===== src/rtl/lsu_pkg.sv =====
// Shared types, funct3 codes and decode helpers for the load/store unit.
package lsu_pkg;

    typedef enum logic [1:0] {
        IDLE  = 2'd0,
        ISSUE = 2'd1,
        WAIT  = 2'd2,
        RESP  = 2'd3
    } lsu_state_t;

    typedef enum logic [1:0] {
        OP_NOP   = 2'd0,
        OP_LOAD  = 2'd1,
        OP_STORE = 2'd2
    } op_kind_t;

    localparam logic [2:0] F3_B  = 3'b000;
    localparam logic [2:0] F3_H  = 3'b001;
    localparam logic [2:0] F3_W  = 3'b010;
    localparam logic [2:0] F3_BU = 3'b100;
    localparam logic [2:0] F3_HU = 3'b101;

    typedef logic [3:0] byte_en_t;

    // Store wins when both flags are set; an unsupported width for the winning type is a no-op.
    function automatic op_kind_t decode_op(input logic is_load, input logic is_store,
                                           input logic [2:0] funct3);
        op_kind_t kind;
        kind = OP_NOP;
        if (is_store) begin
            if (funct3 == F3_B || funct3 == F3_H || funct3 == F3_W) kind = OP_STORE;
        end else if (is_load) begin
            if (funct3 == F3_B || funct3 == F3_H || funct3 == F3_W ||
                funct3 == F3_BU || funct3 == F3_HU) kind = OP_LOAD;
        end
        return kind;
    endfunction

    function automatic logic is_misaligned(input logic [2:0] funct3, input logic [1:0] addr_lo);
        logic mis;
        mis = 1'b0;
        if ((funct3 == F3_H || funct3 == F3_HU) && addr_lo[0]) mis = 1'b1;
        if (funct3 == F3_W && addr_lo != 2'b00) mis = 1'b1;
        return mis;
    endfunction

endpackage


===== src/rtl/load_store_unit_align.sv =====
// Combinational load extraction: selects byte/half/word by address and extends it.
module load_align
    import lsu_pkg::*;
#(
    parameter int XLEN = 32
) (
    input  logic [XLEN-1:0] rdata,
    input  logic [1:0]      addr_lo,
    input  logic [2:0]      funct3,
    output logic [XLEN-1:0] data
);

    logic [7:0]  byte_sel;
    logic [15:0] half_sel;

    always_comb begin
        byte_sel = rdata[8*addr_lo +: 8];
        half_sel = addr_lo[1] ? rdata[31:16] : rdata[15:0];
        data     = '0;
        case (funct3)
            F3_B:    data = {{(XLEN-8){byte_sel[7]}}, byte_sel};
            F3_BU:   data = {{(XLEN-8){1'b0}}, byte_sel};
            F3_H:    data = {{(XLEN-16){half_sel[15]}}, half_sel};
            F3_HU:   data = {{(XLEN-16){1'b0}}, half_sel};
            F3_W:    data = rdata;
            default: data = '0;
        endcase
    end

endmodule


===== src/rtl/load_store_unit.sv =====
// Load/store unit between execute and the registered data memory.
// Optional MISALIGN_TRAP_EN adds misalign_err and suppresses strobes for misaligned accesses.
module load_store_unit
    import lsu_pkg::*;
#(
    parameter int XLEN  = 32,
    parameter int REG_W = 5
) (
    input  logic             clk,
    input  logic             rst,
    input  logic             ex_valid,
    output logic             ex_ready,
    input  logic             ex_is_load,
    input  logic             ex_is_store,
    input  logic [2:0]       ex_funct3,
    input  logic [XLEN-1:0]  ex_addr,
    input  logic [XLEN-1:0]  ex_wdata,
    input  logic [REG_W-1:0] ex_rd,
    output logic             mem_wr,
    output logic             mem_rd,
    output logic [XLEN-1:0]  mem_addr,
    output logic [XLEN-1:0]  mem_wdata,
    output byte_en_t         mem_be,
    input  logic [XLEN-1:0]  mem_rdata,
    output logic             wb_valid,
    input  logic             wb_ready,
    output logic [XLEN-1:0]  wb_data,
    output logic [REG_W-1:0] wb_rd,
    output logic             wb_we
`ifdef MISALIGN_TRAP_EN
    ,output logic            misalign_err
`endif
);

    lsu_state_t       state_q, state_d;
    op_kind_t         kind_q, kind_d;
    logic [2:0]       f3_q, f3_d;
    logic [XLEN-1:0]  addr_q, addr_d;
    logic [XLEN-1:0]  wdata_q, wdata_d;
    logic [REG_W-1:0] rd_q, rd_d;
    logic [XLEN-1:0]  wb_data_q, wb_data_d;
    logic [XLEN-1:0]  aligned;
    logic             mis;

`ifdef MISALIGN_TRAP_EN
    assign mis = is_misaligned(f3_q, addr_q[1:0]);
`else
    assign mis = 1'b0;
`endif

    load_align #(.XLEN(XLEN)) u_align (
        .rdata   (mem_rdata),
        .addr_lo (addr_q[1:0]),
        .funct3  (f3_q),
        .data    (aligned)
    );

    always_comb begin
        state_d   = state_q;
        kind_d    = kind_q;
        f3_d      = f3_q;
        addr_d    = addr_q;
        wdata_d   = wdata_q;
        rd_d      = rd_q;
        wb_data_d = wb_data_q;
        ex_ready  = 1'b0;
        mem_wr    = 1'b0;
        mem_rd    = 1'b0;
        mem_addr  = '0;
        mem_wdata = '0;
        mem_be    = '0;
        wb_valid  = 1'b0;
        wb_data   = '0;
        wb_rd     = '0;
        wb_we     = 1'b0;
`ifdef MISALIGN_TRAP_EN
        misalign_err = 1'b0;
`endif
        // Outputs are forced low during reset, even before the sampling edge.
        if (!rst) begin
            case (state_q)
                IDLE: begin
                    ex_ready = 1'b1;
                    if (ex_valid) begin
                        kind_d  = decode_op(ex_is_load, ex_is_store, ex_funct3);
                        f3_d    = ex_funct3;
                        addr_d  = ex_addr;
                        wdata_d = ex_wdata;
                        rd_d    = ex_rd;
                        state_d = (kind_d == OP_NOP) ? IDLE : ISSUE;
                    end
                end
                ISSUE: begin
                    mem_addr = {addr_q[XLEN-1:2], 2'b00};
`ifdef MISALIGN_TRAP_EN
                    misalign_err = mis;
`endif
                    if (kind_q == OP_STORE) begin
                        mem_wr = !mis;
                        case (f3_q)
                            F3_B: begin
                                mem_wdata = {4{wdata_q[7:0]}};
                                mem_be    = 4'b0001 << addr_q[1:0];
                            end
                            F3_H: begin
                                mem_wdata = {2{wdata_q[15:0]}};
                                mem_be    = addr_q[1] ? 4'b1100 : 4'b0011;
                            end
                            default: begin
                                mem_wdata = wdata_q;
                                mem_be    = 4'b1111;
                            end
                        endcase
                        state_d = IDLE;
                    end else begin
                        mem_rd  = !mis;
                        mem_be  = 4'b1111;
                        state_d = WAIT;
                    end
                end
                WAIT: begin
                    wb_data_d = mis ? '0 : aligned;
                    state_d   = RESP;
                end
                RESP: begin
                    wb_valid = 1'b1;
                    wb_data  = wb_data_q;
                    wb_rd    = rd_q;
                    wb_we    = (rd_q != '0) && !mis;
                    if (wb_ready) state_d = IDLE;
                end
                default: state_d = IDLE;
            endcase
        end
    end

    always_ff @(posedge clk) begin
        if (rst) begin
            state_q   <= IDLE;
            kind_q    <= OP_NOP;
            f3_q      <= '0;
            addr_q    <= '0;
            wdata_q   <= '0;
            rd_q      <= '0;
            wb_data_q <= '0;
        end else begin
            state_q   <= state_d;
            kind_q    <= kind_d;
            f3_q      <= f3_d;
            addr_q    <= addr_d;
            wdata_q   <= wdata_d;
            rd_q      <= rd_d;
            wb_data_q <= wb_data_d;
        end
    end

endmodule


===== config.mk =====
export PLATFORM = sky130hd
export DESIGN_NAME = load_store_unit
export DESIGN_NICKNAME = d
export VERILOG_FILES = /design/src/rtl/lsu_pkg.sv /design/src/rtl/load_store_unit_align.sv /design/src/rtl/load_store_unit.sv
export SDC_FILE = /design/constraint.sdc
export NUM_CORES = 1
export LEC_CHECK = 0
export BUFFER_PORTS_ARGS = -buffer_cell sky130_fd_sc_hd__buf_2
export CAP_MARGIN = 20
export CORE_ASPECT_RATIO = 1.5
export CORE_MARGIN = 2
export CORE_UTILIZATION = 49
export CTS_CLUSTER_SIZE = 8
export DETAILED_ROUTE_END_ITERATION = 16
export GPL_TIMING_DRIVEN = 0
export PLACE_DENSITY = 0.81
export SYNTH_ARGS = -nofsm -noshare
export SYNTH_HDL_FRONTEND = slang
export SYNTH_SLANG_ARGS = --single-unit

===== constraint.sdc =====
create_clock -name clk -period 1.9 [get_ports clk]
set_input_delay 0.095 -clock clk [delete_from_list [all_inputs] [get_ports clk]]
set_output_delay 0.095 -clock clk [all_outputs]
set_load 0.01 [all_outputs]

==> impl_metrics.json, run 1 <==
{
  "fin_crit_sh": 0.977,
  "synth_area_um2": 5340,
  "track_usage": 0.302,
  "synth_area_leader_cell": "dfxtp_1",
  "cp-end-kind": "output port",
  "worst_slew_pin_slew_ns": 0.600,
  "postSynthCellCount": 696,
  "clk_path_buf_depth": 2,
  "drtIter0Drc": 361,
  "layout_min_cycle_time_ns": 1.86,
  "critPathArrivalTime_ns": 1.76,
  "vias_per_cell": 5.46,
  "hold_viol_final": 0,
  "die_h_um": 132,
  "dp.cells": 1057,
  "max_freq_mhz": 539,
  "grt_pass1_wl_um": 28500,
  "antenna_cells": 0,
  "seq_area_frac_synth": 0.405,
  "firstDrtPassIters": 5,
  "path_clk_slew_ns": 0.07,
  "place_hpwl_um": 12800,
  "cts.sinks": 108,
  "power.density_nw_per_um2": 704,
  "cap_viol_max_count": 0,
  "drt-wirelength-per-cell_um": 16.0,
  "finalNetCount": 1105,
  "ir_worst_vdd_mv": 0.485,
  "clock_latency_ns": 0.34,
  "synthTopCellsByArea": "dfxtp_1 40%, nand2_1 13%, a21oi_1 8.9%, and3_1 5.5%, and2_1 4.6%",
  "rsz0062_at_grt": "yes",
  "stdcell_count": 1141,
  "grt_pass1_vias": 6015,
  "cts_inserted_buffers": 9,
  "ant_nets": 0,
  "htree_levels": 3,
  "finalClockSkew_ns": 0.00482,
  "status": "finished clean",
  "syn_to_final_growth_pct": 44.5,
  "rows": 46,
  "drive_gt1_frac": 0.287,
  "stdcell_area_um2": 7720,
  "drt-total-wl_um": 18300,
  "critPathLaunchType": "register",
  "synth_edf_count": 0,
  "slew_viol_final": 0,
  "cts-root-buf": "clkbuf_16",
  "core_um2": 10600,
  "port_buffers": 216,
  "routabilityCongestion": 0.941,
  "setup_violations": 0,
  "antenna_found_initial": 0,
  "syn_area_per_cell_um2": 7.67,
  "yosysMostFrequentCell": "nand2_1",
  "die_area_um2": 11800,
  "crit_chain": "nor2_4, and2_1, buf_4, nand2_4, clkbuf_4, nor2_1, buf_2",
  "worstSetupPathType": "register to output port",
  "die_x_um": 89.2,
  "initial_core_util": 0.504,
  "hp-class": "primary input to register",
  "grt_max_degree": 20,
  "cts_tree": "done",
  "critPathMaxStageDelay_ns": 0.39,
  "gr-total-overflow": 0,
  "ys_ff_latch": 108,
  "fillers": 913,
  "crit_required_ns": 1.80,
  "multi_input_area_um2": 2900,
  "async_reset_ff_frac": 0,
  "maxSlewHeadroom": 0.600,
  "post_dp_cell_area_um2": 6610,
  "drc": 0,
  "slowest_stage": "dfxtp_4",
  "power_leakage_nw": 3.73,
  "via_count": 6225,
  "fin_util": 0.729,
  "synth.distinct_cells": 36,
  "synth_warnings": 0,
  "synth.top_cell.area_share": 0.405,
  "synthTopCellsByCount": "185 x nand2_1, 108 x dfxtp_1, 95 x a21oi_1",
  "layout.area.seq_um2": 2170,
  "ys.flop_type": "dfxtp_1",
  "io-pin-count": 220,
  "worst-path-max-fanout": 10
}
## area by class of cell
type                            count  area share
Sequential cell                   108       0.281
Multi-Input combinational cell    518       0.376
Inverter                            4     0.00195
Clock inverter                      3     0.00843
Tap cell                          144      0.0233
Buffer                             63      0.0444
Clock buffer                       10      0.0297
Timing Repair Buffer              291       0.236
## timing repair
action | CTS | global route
cloned | 0 | 1
setup buffers | 1 | 1
pin swaps | 1 | 1
setup endpoints to repair | 77 | 59
hold endpoints to repair | 72 | 0
gates resized for setup | 18 | 23
hold buffers | 72 | 0
## critical path: cells and delay by family (launching register included)
kind,cells,cell delay (ns)
and+or+nand+nor,4,0.50
buffers and inverters,3,0.52
DFF,1,0.39
## worst paths after layout
path,from,to,slack (ns),cells past startpoint
max,register,mem_wdata[10],0.04,7
min,ex_wdata[27],wdata_q[27],0.002,3
max reg2reg,f3_q[0],wb_data_q[6],0.16,6
min reg2reg,addr_q[27],addr_q[27],0.45,2
## cell families after synthesis
group	Yosys count	synth area share
buf+inv	71	0.0630
flops	108	0.405
mux	19	0.0365
compound gates	162	0.200
simple gates	335	0.295
other cells	1	0.000702
## cell usage in the layout, fill, tap and decap left out, drive strengths merged, types with 5 or more instances in the layout
cell         instances
and2                39
a221o               23
a211oi               9
nor2                34
clkbuf              44
a21oi               95
nand2              186
and3                47
o21ai                5
a221oi              18
o31a                 6
nor3                 6
dlygate4sd3         72
buf                248
dfxtp              108
mux2i               18
nand2b              13
## flip-flops by register name (all words and copies together) (netlist names), named ones only
signal,count
addr_q,32
wb_data_q,32
wdata_q,32
rd_q,5
f3_q,3
kind_q,2
state_q,1
## metal layers
layer	track usage	wire length (µm)	part of all wire	up-vias
met5	0	0	0	-
met4	0.125	641	0.035	0
met3	0.0507	1140	0.062	48
met2	0.526	9490	0.52	281
met1	0.357	7000	0.38	2914
li1	-	-	-	2982
## where the power goes
group / switching, mW / total, mW / leakage (nW) / internal, mW
clock: 0.807 / 1.94 / 0.144 / 1.13
sequential: 0.0956 / 2.50 / 0.885 / 2.40
combinational: 0.548 / 0.993 / 2.70 / 0.446
## metrics by stage
step | hold WS (ns) | setup TNS [ns] | worst slack [ns] | total power, mW
detailed placement | 0.324 | -0.516 | -0.126 | 3.37
global route | 0.00631 | -0.0419 | -0.0208 | 5.65
global placement | 0.328 | -0.725 | -0.132 | 3.36
CTS | 0.0000791 | 0 | 0.000391 | 5.40
floorplan | 0.231 | 0 | 0.307 | 3.06
finish | 0.00186 | 0 | 0.0444 | 5.43
No activity file was read; power rests on OpenSTA's default activity.
==> run 2: changes to the inputs <==
--- a/config.mk
+++ b/config.mk
@@ -9,11 +9,12 @@
 export CAP_MARGIN = 20
 export CORE_ASPECT_RATIO = 1.5
 export CORE_MARGIN = 2
-export CORE_UTILIZATION = 49
+export CORE_UTILIZATION = 50
 export CTS_CLUSTER_SIZE = 8
 export DETAILED_ROUTE_END_ITERATION = 16
 export GPL_TIMING_DRIVEN = 0
 export PLACE_DENSITY = 0.81
 export SYNTH_ARGS = -nofsm -noshare
 export SYNTH_HDL_FRONTEND = slang
+export SYNTH_HIERARCHICAL = 1
 export SYNTH_SLANG_ARGS = --single-unit
==> impl_metrics.json, run 2 <==
{
  "drt-wirelength-per-cell_um": 16.3,
  "critPathMaxStageDelay_ns": 0.38,
  "layout_commonest_cell": "nand2_1",
  "layout_min_cycle_time_ns": 1.85,
  "finalNetCount": 1182,
  "cp-end-kind": "output port",
  "ir_worst_vdd_mv": 0.747,
  "drc": 0,
  "grt_pass1_vias": 6321,
  "dp.cells": 1142,
  "yosysMostFrequentCell": "nand2_1",
  "final_cell_mix": "244 x nand2_1, 230 x buf_2, 127 x a21oi_1, 102 x dfxtp_1, 69 x and2_1",
  "synth.top_cell.area_share": 0.378,
  "fin_util": 0.724,
  "worstSetupPathType": "register to output port",
  "syn_area_per_cell_um2": 7.37,
  "grt_max_degree": 20,
  "critPathLaunchType": "register",
  "largest_registers": "addr_q (32), wb_data_q (32), wdata_q (32)",
  "place_hpwl_um": 14000,
  "die_area_um2": 12300,
  "ys.flop_type": "dfxtp_1",
  "hold_viol_final": 0,
  "grt_util_met1": 0.347,
  "cts.sinks": 108,
  "finalClockSkew_ns": 0.00867,
  "synth_area_leader_cell": "dfxtp_1",
  "critPathArrivalTime_ns": 1.75,
  "ant_nets": 0,
  "setup_slack_ns": 0.0543,
  "vias_per_cell": 5.36,
  "port_buffers": 217,
  "cap_viol_max_count": 0,
  "synth.distinct_cells": 46,
  "rows": 47,
  "core_um2": 11100,
  "gr-total-overflow": 0,
  "clk_path_buf_depth": 2,
  "cts_inserted_buffers": 9,
  "grt-busiest-layer": "met2",
  "ys_ff_latch": 108,
  "power.total_mw": 5.64,
  "htree_levels": 3,
  "grt_pass1_wl_um": 30900,
  "postSynthCellCount": 777,
  "maxSlewHeadroom": 0.607,
  "power_leakage_nw": 3.61,
  "synthTopCellsByArea": "dfxtp_1 38%, nand2_1 16%, a21oi_1 11%, and2_1 7.5%, mux2i_1 2.4%",
  "antenna_found_initial": 0,
  "max_freq_mhz": 542,
  "die_h_um": 135,
  "clock_latency_ns": 0.34,
  "met3_usage": 0.0552,
  "setup_violations": 0,
  "power.density_nw_per_um2": 701,
  "io-pin-count": 220,
  "via_count": 6565,
  "grt_util_met2": 0.579,
  "hp-class": "primary input to register",
  "antenna_cells": 0,
  "crit_chain": "buf_4, nor3_4, nand2_1, a21oi_2, buf_2",
  "cts_tree": "done",
  "synthTopCellsByCount": "244 x nand2_1, 129 x a21oi_1, 108 x dfxtp_1",
  "status": "finished clean",
  "track_usage": 0.314,
  "firstDrtPassIters": 5,
  "synth_edf_count": 0,
  "worst_slew_pin_slew_ns": 0.588,
  "synth_area_um2": 5720,
  "fin_crit_sh": 0.971,
  "place_ws_ns": 0.0425,
  "stdcell_count": 1224,
  "initial_core_util": 0.515,
  "drt-total-wl_um": 20000,
  "drive_gt1_frac": 0.296,
  "async_reset_ff_frac": 0,
  "slew_viol_final": 0,
  "crit_required_ns": 1.80,
  "slowest_stage": "dfxtp_2",
  "synth_warnings": 6,
  "path_clk_slew_ns": 0.07,
  "worst-path-max-fanout": 10,
  "die_x_um": 91.4,
  "cts-root-buf": "clkbuf_16",
  "drtIter0Drc": 375,
  "seq_area_frac_synth": 0.378,
  "routabilityCongestion": 0.970,
  "syn_to_final_growth_pct": 40.6
}
run 2: cell types whose count changed after synthesis, moves of 14 or more:
cell and delta:
o211ai_1 +14, a221o_1 -18, and3_1 -39, nand2_1 +59, a221oi_1 -18, nand3_1 +17
nor2_1 -21, a21oi_1 +34, and2_1 +30
run 2: what timing repair did:
action	in CTS	in global routing
endpoints found under the setup margin	65	84
gates cloned	0	0
endpoints found under the hold margin	63	0
buffers inserted	2	4
pin swaps	1	3
hold buffers	63	0
resized for setup	25	16
run 2: routing by layer:
layer | wire [µm] | up-vias
li1 | - | 3202
met1 | 7270 | 2958
met2 | 10500 | 340
met3 | 1420 | 65
met4 | 780 | 0
met5 | 0 | -
run 2: cell type report:
cell class,instances,area (µm²)
flip-flops and latches,108,2170
repair buffers,286,1760
clock buffers,9,225
inverters,3,11.3
clock inverters,7,58.8
well taps,147,184
fillers,907,3060
multi-input cells,598,3210
plain buffers,66,428
run 2: kinds of logic (layout without fill, tap and decap cells):
group | Yosys count | in the layout | synth area share
AOI/OAI and AO/OA | 190 | 190 | 0.195
other | 1 | 2 | 0.000655
and+or+nand+nor | 384 | 384 | 0.310
buffers and inverters | 72 | 371 | 0.0723
DFF | 108 | 108 | 0.378
muxes | 22 | 22 | 0.0442
run 2: power by group:
part           internal (mW)  leakage, nW  switching, mW  total (mW)
combinational          0.570         2.59          0.713        1.28
sequential              2.42        0.886          0.113        2.53
clock                  0.913        0.138          0.916        1.83
total                   3.90         3.61           1.74        5.64
run 2: final timing paths:
check,start,endpoint,slack [ns],cells past startpoint
setup / recovery,f3_q[0],mem_wdata[15],0.05,5
hold / removal,ex_wdata[0],wdata_q[0],0.01,3
setup reg to reg,f3_q[1],wb_data_q[8],0.10,7
hold reg to reg,wb_data_q[2],wb_data_q[2],0.45,2
run 2: stage by stage:
stage               hold WS, ns  area, µm²  TNS, ns
CTS                    0.000439       8000        0
finish                   0.0118       8050        0
global placement          0.336       7000        0
global route            0.00307       8050  -0.0167
detailed placement        0.341       7000        0
floorplan                 0.231       5730        0
run 2: critical path, delay by kind of cell, from the launching register on:
family	cells	cell delay, ns
buffers and inverters	2	0.38
and+or+nand+nor	2	0.44
DFF	1	0.38
AOI/OAI and AO/OA	1	0.21
==> run 3: changes to the inputs <==
==> constraint.sdc (replaced) <==
create_clock -name clk -period 2.1 [get_ports clk]
set_input_delay 0.105 -clock clk [delete_from_list [all_inputs] [get_ports clk]]
set_output_delay 0.105 -clock clk [all_outputs]
set_load 0.01 [all_outputs]
==> impl_metrics.json, run 3 (synthesized netlist as in run 2, its figures left out) <==
{
  "antenna_cells": 0,
  "finalSetupTns_ns": 0,
  "power_leakage_nw": 3.51,
  "r2r_end": "wb_data_q[9]",
  "via_count": 6455,
  "power.density_nw_per_um2": 646,
  "drt-wirelength-per-cell_um": 15.9,
  "finalNetCount": 1164,
  "reg2reg_slack_ns": 0.20,
  "dp.cells": 1142,
  "routabilityCongestion": 0.970,
  "grt_pass1_vias": 6087,
  "core_um2": 11100,
  "initial_core_util": 0.515,
  "r2r_start": "addr_q[0]",
  "port_buffers": 217,
  "rsz0062_at_grt": "yes",
  "whs_path_depth": 3,
  "worstSetupPathType": "register to output port",
  "gr-total-overflow": 0,
  "path_clk_slew_ns": 0.08,
  "worst-path-max-fanout": 10,
  "clk_path_buf_depth": 2,
  "worst_slew_pin_slew_ns": 0.590,
  "die_h_um": 135,
  "timing.hold.ws_ns": 0.00485,
  "clkPwrFrac": 0.327,
  "drtIter0Drc": 366,
  "status": "finished clean",
  "syn_to_final_growth_pct": 36.4,
  "place_hpwl_um": 14000,
  "fin_crit_sh": 0.964,
  "cts_tree": "done",
  "finalClockSkew_ns": 0.00655,
  "power_frac_comb": 0.221,
  "antenna_found_initial": 0,
  "stdcell_count": 1206,
  "switchingPower_mw": 1.55,
  "cp-end-kind": "output port",
  "firstDrtPassIters": 5,
  "cap_viol_max_count": 0,
  "final_cell_mix": "244 x nand2_1, 231 x buf_2, 128 x a21oi_1, 106 x dfxtp_1, 69 x and2_1",
  "slew_viol_final": 0,
  "io-pin-count": 220,
  "setup_violations": 0,
  "layout_commonest_cell": "nand2_1",
  "grt_max_degree": 20,
  "critPathLaunchType": "register",
  "layout_min_cycle_time_ns": 2.02,
  "vias_per_cell": 5.35,
  "drive_gt1_frac": 0.283,
  "die_area_um2": 12300,
  "clock_latency_ns": 0.34,
  "drc": 0,
  "p_sw_frac": 0.307,
  "rows": 47,
  "ant_nets": 0,
  "hold_viol_final": 0,
  "crit_required_ns": 2.00,
  "drt-total-wl_um": 19200,
  "cts_setup_buffers": 0,
  "cts-root-buf": "clkbuf_16",
  "cts.sinks": 108,
  "critPathArrivalTime_ns": 1.92,
  "die_x_um": 91.4,
  "fin_util": 0.703,
  "largest_registers": "addr_q (32), wb_data_q (32), wdata_q (32)",
  "hp-start": "ex_rd[3]",
  "grt_pass1_wl_um": 29700,
  "maxSlewHeadroom": 0.607,
  "min_delay_worst_endpoint": "rd_q[3]",
  "hp-class": "primary input to register",
  "track_usage": 0.301,
  "p_int_mw": 3.50,
  "max_freq_mhz": 494,
  "cts_inserted_buffers": 9,
  "reg2reg_depth": 6,
  "ir_worst_vdd_mv": 0.673,
  "htree_levels": 3,
  "pwr-share-seq": 0.453
}
==> run 3: changes by cell type in the layout (fill, tap and decap cells not counted), moves of 2 or more <==
cell,before,now
a211oi_1,2,6
a211oi_2,6,2
buf_4,23,15
buf_6,11,9
clkbuf_1,19,23
dfxtp_1,102,106
dfxtp_2,6,2
dlygate4sd3_1,63,50
==> run 3: power groups by stage <==
stage / sequential (mW) / clock [mW] / combinational (mW)
2_1_floorplan: 2.29 / 0 / 0.696
3_3_place_gp: 2.32 / 0 / 1.01
3_5_place_dp: 2.33 / 0 / 1.01
4_1_cts: 2.28 / 1.68 / 1.09
5_1_grt: 2.30 / 1.76 / 1.22
6_report: 2.29 / 1.65 / 1.11
==> run 3: worst max path at each step <==
stage	start	end	slack, ns
floorplan	addr_q[1]	wb_data_q[0]	0.49
global placement	addr_q[1]	wb_data_q[6]	0.25
detailed placement	f3_q[2]	mem_wdata[15]	0.23
CTS	state_q[0]	mem_addr[29]	0.03
global route	state_q[0]	mem_wdata[15]	-0.04
finish	f3_q[0]	mem_wdata[15]	0.08
==> run 3: worst max-delay path: stages (launching register included) <==
cell and delay, ns:
dfxtp_1 0.54, clkbuf_1 0.39, o21ai_0 0.24, a21oi_2 0.24, buf_2 0.17
==> run 3: what timing repair did <==
item | CTS | global route
pin swaps | 0 | 0
hold buffers | 50 | 0
hold endpoints to repair | 50 | 0
endpoints found under the setup margin | 5 | 48
resized for setup | 5 | 7
==> run 3: area by class of cell <==
type	instances	area (µm²)
Fill cell	958	3300
Multi-Input combinational cell	598	3180
Sequential cell	108	2160
Timing Repair Buffer	267	1590
Buffer	67	402
Clock buffer	9	225
Tap cell	147	184
Clock inverter	7	58.8
Inverter	3	11.3
==> run 3: stage by stage <==
step / setup slack [ns] / cell area, µm² / total power, mW
after floorplan: 0.493 / 5730 / 2.99
after global placement: 0.249 / 7000 / 3.33
after detailed placement: 0.233 / 7000 / 3.34
after CTS: 0.0318 / 7790 / 5.05
after global routing: -0.0426 / 7810 / 5.27
final: 0.0750 / 7810 / 5.05
==> run 3: metal layers <==
layer	track usage	vias up	routed length [µm]
met1	0.329	2926	6900
li1	-	3158	-
met2	0.553	319	10100
met3	0.0603	52	1480
met5	0	-	0
met4	0.146	0	743
